`src/rtl/p405s_icu_fill_seq.sv`:
```
// p405s_icu_fill_seq
// Instruction-cache line fill sequencer. Accepts a miss, issues one
// critical-word-first 8-word PLB line read, forwards each returned word
// to the ICU data register with one cycle of latency, and reports a
// clean completion or a bus error. A flush (ABORT) lets the bus read
// drain silently while suppressing all further forwarding.

module p405s_icu_fill_seq (
    input  logic        CB,
    input  logic        RST,
    input  logic        MISS_REQ,
    input  logic [0:29] MISS_ADDR,
    input  logic        ABORT,
    output logic        PLB_REQ,
    output logic [0:29] PLB_ADDR,
    input  logic        PLB_ADDR_ACK,
    input  logic        PLB_RD_ACK,
    input  logic [0:31] PLB_RD_DATA,
    input  logic        PLB_ERR,
    output logic [0:31] FILL_D,
    output logic        FILL_E1,
    output logic [0:2]  FILL_WORD,
    output logic        FILL_CRIT,
    output logic        FILL_DONE,
    output logic        FILL_ERR,
    output logic        BUSY
);

    typedef enum logic [1:0] {
        S_IDLE = 2'd0,
        S_ADDR = 2'd1,
        S_DATA = 2'd2,
        S_DONE = 2'd3
    } state_t;

    // Line word pointer advance; the line is 8 words so it wraps 7 -> 0.
    function automatic logic [2:0] next_word(input logic [2:0] w);
        return w + 3'd1;
    endfunction

    // Registered state and outputs
    state_t      r_state;
    logic [0:29] r_addr;
    logic [2:0]  r_ptr;
    logic [3:0]  r_cnt;
    logic        r_abort;
    logic        r_plb_req;
    logic [0:31] r_fill_d;
    logic        r_fill_e1;
    logic [2:0]  r_fill_word;
    logic        r_fill_crit;
    logic        r_fill_done;
    logic        r_fill_err;
    logic        r_busy;

    // Per-cycle decode
    logic        w_in_bus;
    logic        w_abort_eff;
    logic        w_err;
    logic        w_rd_acc;
    logic        w_last;
    logic        w_fwd;

    // Qualify bus responses against the current state and fold a
    // coincident ABORT into the sticky flag so it already affects the
    // word arriving in the same cycle.
    always_comb begin
        w_in_bus    = (r_state == S_ADDR) || (r_state == S_DATA);
        w_abort_eff = r_abort | (w_in_bus & ABORT);
        w_err       = w_in_bus & PLB_ERR;
        // A read ack is only meaningful in DATA, and an error in the same
        // cycle discards it.
        w_rd_acc    = (r_state == S_DATA) & PLB_RD_ACK & ~PLB_ERR;
        w_last      = w_rd_acc & (r_cnt == 4'd7);
        w_fwd       = w_rd_acc & ~w_abort_eff;
    end

    // Fill sequencer: state, word bookkeeping and all registered outputs.
    always_ff @(posedge CB) begin
        if (RST) begin
            r_state     <= S_IDLE;
            r_addr      <= 30'd0;
            r_ptr       <= 3'd0;
            r_cnt       <= 4'd0;
            r_abort     <= 1'b0;
            r_plb_req   <= 1'b0;
            r_fill_d    <= 32'd0;
            r_fill_e1   <= 1'b0;
            r_fill_word <= 3'd0;
            r_fill_crit <= 1'b0;
            r_fill_done <= 1'b0;
            r_fill_err  <= 1'b0;
            r_busy      <= 1'b0;
        end else begin
            // Strobes are single-cycle unless re-asserted below.
            r_fill_e1   <= 1'b0;
            r_fill_crit <= 1'b0;
            r_fill_done <= 1'b0;
            r_fill_err  <= 1'b0;

            // Every accepted word is counted, even while draining after
            // an abort; only forwarded words touch the data register so
            // FILL_D keeps its last forwarded value otherwise.
            if (w_rd_acc) begin
                r_ptr <= next_word(r_ptr);
                r_cnt <= r_cnt + 4'd1;
                if (w_fwd) begin
                    r_fill_d    <= PLB_RD_DATA;
                    r_fill_word <= r_ptr;
                    r_fill_e1   <= 1'b1;
                    r_fill_crit <= (r_cnt == 4'd0);
                end else begin
                    r_fill_d    <= r_fill_d;
                    r_fill_word <= r_fill_word;
                end
            end else begin
                r_ptr <= r_ptr;
                r_cnt <= r_cnt;
            end

            case (r_state)
                S_IDLE: begin
                    if (MISS_REQ) begin
                        r_addr    <= MISS_ADDR;
                        r_ptr     <= MISS_ADDR[27:29];
                        r_cnt     <= 4'd0;
                        r_abort   <= 1'b0;
                        r_plb_req <= 1'b1;
                        r_busy    <= 1'b1;
                        r_state   <= S_ADDR;
                    end else begin
                        r_state   <= S_IDLE;
                    end
                end

                S_ADDR: begin
                    r_abort <= w_abort_eff;
                    if (w_err) begin
                        r_plb_req  <= 1'b0;
                        r_fill_err <= ~w_abort_eff;
                        r_busy     <= 1'b0;
                        r_state    <= S_IDLE;
                    end else if (PLB_ADDR_ACK) begin
                        r_plb_req  <= 1'b0;
                        r_state    <= S_DATA;
                    end else begin
                        r_state    <= S_ADDR;
                    end
                end

                S_DATA: begin
                    r_abort <= w_abort_eff;
                    if (w_err) begin
                        r_fill_err <= ~w_abort_eff;
                        r_busy     <= 1'b0;
                        r_state    <= S_IDLE;
                    end else if (w_last) begin
                        // An aborted fill has nothing to report, so the
                        // drain ends straight in IDLE instead of DONE.
                        if (w_abort_eff) begin
                            r_busy  <= 1'b0;
                            r_state <= S_IDLE;
                        end else begin
                            r_fill_done <= 1'b1;
                            r_state     <= S_DONE;
                        end
                    end else begin
                        r_state <= S_DATA;
                    end
                end

                S_DONE: begin
                    r_busy  <= 1'b0;
                    r_state <= S_IDLE;
                end

                default: begin
                    r_plb_req <= 1'b0;
                    r_busy    <= 1'b0;
                    r_state   <= S_IDLE;
                end
            endcase
        end
    end

    assign PLB_REQ   = r_plb_req;
    assign PLB_ADDR  = r_addr;
    assign FILL_D    = r_fill_d;
    assign FILL_E1   = r_fill_e1;
    assign FILL_WORD = r_fill_word;
    assign FILL_CRIT = r_fill_crit;
    assign FILL_DONE = r_fill_done;
    assign FILL_ERR  = r_fill_err;
    assign BUSY      = r_busy;

endmodule
```
`config.mk`:
```
export PLATFORM = sky130hd
export DESIGN_NAME = p405s_icu_fill_seq
export DESIGN_NICKNAME = d
export VERILOG_FILES = /design/src/rtl/p405s_icu_fill_seq.sv
export SDC_FILE = /design/constraint.sdc
export NUM_CORES = 1
export LEC_CHECK = 0
export ABC_CLOCK_PERIOD_IN_PS = 1600
export CORE_MARGIN = 2
export CORE_UTILIZATION = 35
export CTS_CLUSTER_SIZE = 14
export DETAILED_ROUTE_END_ITERATION = 7
export GPL_TIMING_DRIVEN = 0
export PLACE_DENSITY = 0.83
export SLEW_MARGIN = 5
export SYNTH_ARGS = -nofsm -noshare
export SYNTH_HDL_FRONTEND = slang
export SYNTH_SLANG_ARGS = --single-unit
```
`constraint.sdc`:
```
create_clock -name CB -period 1.6 [get_ports CB]
set_input_delay 0.16 -clock CB [delete_from_list [all_inputs] [get_ports CB]]
set_output_delay 0.16 -clock CB [all_outputs]
set_load 0.02 [all_outputs]
```
==> impl_metrics.env <==
export IMPL_status="complete, but fails checks"
export IMPL_failed_checks="negative setup slack"
export IMPL_p_leak_uw=0.00183
export IMPL_gr_total_overflow=0
export IMPL_cp_max_fo=8
export IMPL_io_pins=140
export IMPL_ir_drop_uv=482
export IMPL_synth_enable_flop_cells=0
export IMPL_reg2reg_from="r_state[0]"
export IMPL_post_route_period_util_pct=100
export IMPL_crit_slowest_cell="dfxtp_2"
export IMPL_syn_inst=374
export IMPL_whs_endpoint="FILL_ERR"
export IMPL_rsz0062_at_grt="true"
export IMPL_final_layout_size_suffix_gt1_share_pct=15.6
export IMPL_synth_distinct_cells=34
export IMPL_yosysSeqAreaShare_pct=53.4
export IMPL_clk_pin_slew_ns=0.08
export IMPL_clock_root_buffer="clkbuf_8"
export IMPL_crit_required_ns=1.79
export IMPL_yosys_warnings=0
export IMPL_worst_r2r_cell_count=9
export IMPL_slew_viol_final=0
export IMPL_cp_top_family="buffers and inverters"
export IMPL_clockBufferDepth=2
export IMPL_portBuffers=138
export IMPL_cpPeakStageDelay_ns=0.36
export IMPL_r2r_end="FILL_D[6]"
export IMPL_die_w_um=97.1
export IMPL_synth_seq_cells=81
export IMPL_cp_start_kind="flip-flop"
export IMPL_r2r_setup_slack_ns=-0.007
export IMPL_period_needed_ns=1.61
export IMPL_clock_skew_ns=0.00880
export IMPL_fp_dieH_um=97.1
export IMPL_mappedNetlistArea_um2=3040
export IMPL_hold_start="RST"
export IMPL_drt_first_pass_iters=4
export IMPL_hold_class="primary input to flip-flop"
export IMPL_finalHoldViolations=0
export IMPL_place_ws_ns=-0.252
export IMPL_dieArea_um2=9430
export IMPL_max_slew_margin_pct=58.6
export IMPL_vias_per_cell=4.83
export IMPL_ctsHoldBuffers=0
export IMPL_grt_max_degree=14
export IMPL_clock_sinks=81
export IMPL_path_buf_inv=4
export IMPL_clock_latency_ns=0.34
export IMPL_drtIter0Drc=113
export IMPL_grt_util_all_layers_pct=18.5
export IMPL_synthFlopType="dfxtp_1"
export IMPL_drc_errors=0
export IMPL_dp_hpwl_um=6260
export IMPL_grt_pass1_wl_um=14300
export IMPL_vias=3116
export IMPL_cts_buffers=9
export IMPL_setup_viol=1
export IMPL_finalPower_uw=4270
export IMPL_crit_path_end_kind="flip-flop"
export IMPL_powerDensity_nw_per_um2=838
export IMPL_async_flop_share_pct=0
export IMPL_synthesis_nets=449
export IMPL_fin_nets=610
export IMPL_hold_path_depth=3
export IMPL_worstPathArrival_ns=1.80
export IMPL_avgRoutedWirePerCell_um=14.2
export IMPL_syn2layout_area_growth_pct=67.9
export IMPL_row_count=33
export IMPL_tightest_slew_ns=0.622
export IMPL_cts_tree="done"
export IMPL_grt_pass1_vias=2990
export IMPL_clock_fmax_ghz=0.622
export IMPL_initial_utilization_pct=36.6
export IMPL_wl_um=9140
export IMPL_synth_avg_cell_area_um2=8.12
export IMPL_diodes=0
export IMPL_path_class="flip-flop to flip-flop"
export IMPL_postRouteAntennaNets=0
export IMPL_fin_ws_ns=-0.00678
export IMPL_max_cap_violations=0
export IMPL_core_um2=8300
export IMPL_htreeDepth=3
export IMPL_path_cells="inv_4 -> ha_4 -> and3b_1 -> buf_6 -> and2_4 -> buf_12 -> clkbuf_16 -> nand2_1 -> a21oi_1"
export IMPL_routabilityCongestion=0.901
export IMPL_antenna_found_initial=0
-- report_power, final --
group	internal [uW]	switching (uW)	total, uW	leakage, uW
clock	759	715	1470	0.0000953
combinational	354	318	672	0.00108
sequential	2080	42.0	2130	0.000659
total	3200	1080	4270	0.00183
-- worst register-to-register path, cell delays in order (launching register included) --
cell       delay, ns
dfxtp_2         0.36
inv_4           0.05
ha_4            0.16
and3b_1         0.18
buf_6           0.13
and2_4          0.16
buf_12          0.14
clkbuf_16       0.15
nand2_1         0.07
a21oi_1         0.06
-- cells in the mapped netlist (2+ instances only) --
cell / count / share of area, %
nor2_1: 7 / 0.87
and2_1: 2 / 0.41
xor2_1: 3 / 0.87
buf_4: 2 / 0.49
ha_1: 6 / 2.5
nand2_1: 140 / 17
a211oi_1: 3 / 0.74
nand2b_1: 3 / 0.62
buf_6: 3 / 1.1
o21ai_0: 3 / 0.49
inv_1: 7 / 0.87
nand3_1: 2 / 0.33
clkbuf_1: 11 / 1.4
mux2i_1: 2 / 0.66
nor3_1: 5 / 0.82
a21oi_1: 69 / 11
xnor2_1: 2 / 0.58
buf_2: 8 / 1.3
dfxtp_1: 81 / 53
-- worst max-delay path by stage --
stage	start	end	cells past startpoint
floorplan	r_state[0]	FILL_D[26]	9
global placement	PLB_ERR	r_state[1]	5
detailed placement	PLB_ERR	r_state[1]	5
CTS	r_state[0]	r_state[1]	6
global route	r_state[1]	FILL_D[6]	8
finish	r_state[0]	FILL_D[6]	9
-- placed cells by master, fill, tap and decap left out, drive strengths merged --
master         Yosys  routed
inv                7       7
nor2b              1       1
a311oi             1       1
a222oi             1       1
buf               14      23
dfxtp             81      81
a21oi             70      70
nand2b             3       3
nand3b             1       1
clkinvlp           0       2
ha                 6       6
nand3              2       2
and3b              1       1
o21ai              3       3
xnor2              2       2
o211ai             1       1
nor2               7       7
nand4              1       1
and3               1       1
clkinv             0       2
a221oi             1       1
a31oi              1       1
a211oi             3       3
and2               2       2
clkbuf            11      25
xor2               3       3
nand2            141     141
or3                1       1
mux2i              2       2
bufinv             0       1
nor3               5       5
o21bai             1       1
clkdlybuf4s50      0     138
-- kinds of logic after synthesis --
kind of cell               after synthesis  synth area share (%)
buffers and inverters                   32                  5.28
adders and majority gates                6                  2.47
and+or+nand+nor                        166                  22.0
muxes                                    2                 0.660
xor gates and xnor gates                 5                  1.44
AOI/OAI and AO/OA                       82                  14.8
DFF                                     81                  53.4
-- registers in the layout (all words and copies together) (netlist names) --
signal	flops
BUSY	1
FILL_CRIT	1
FILL_D	32
FILL_DONE	1
FILL_E1	1
FILL_ERR	1
FILL_WORD	3
PLB_ADDR	30
PLB_REQ	1
r_abort	1
r_cnt	4
r_ptr	3
r_state	2
-- final cells by class --
class	count	area, um2
sequential	81	1620
buffer	24	200
clock buffer	11	141
inverter	7	28.8
multi-input combinational	261	1400
clock inverter	5	55.1
timing repair buffer	151	1510
fill	731	3200
tap	105	131
-- per-layer routing --
| layer | global-route usage [%] | vias up | share of wire, % |
|---|---|---|---|
| met5 | 0 | - | 0 |
| met4 | 6.07 | 0 | 1.6 |
| met3 | 6.76 | 13 | 8.8 |
| met2 | 31.1 | 128 | 50 |
| met1 | 21.8 | 1436 | 40 |
| li1 | - | 1539 | - |
-- repair_timing --
item	4_1_cts	5_1_grt
buffers inserted	3	8
gates resized for setup	15	59
pin swaps	5	7
endpoints found under the setup margin	63	67
cloned	0	2
-- metrics by stage --
stage	instances	util [%]	setup TNS, ns	hold slack (ns)	instance area [um2]
2_1_floorplan	374	-	0	0.296	3040
4_1_cts	636	57.9	-0.00975	0.306	4810
3_5_place_dp	617	54.8	-8.24	0.446	4550
5_1_grt	645	61.4	-0.827	0.346	5100
6_report	645	61.4	-0.00678	0.307	5100
3_3_place_gp	617	54.8	-6.67	0.441	4550
No activity file was read; power rests on OpenSTA's default activity.
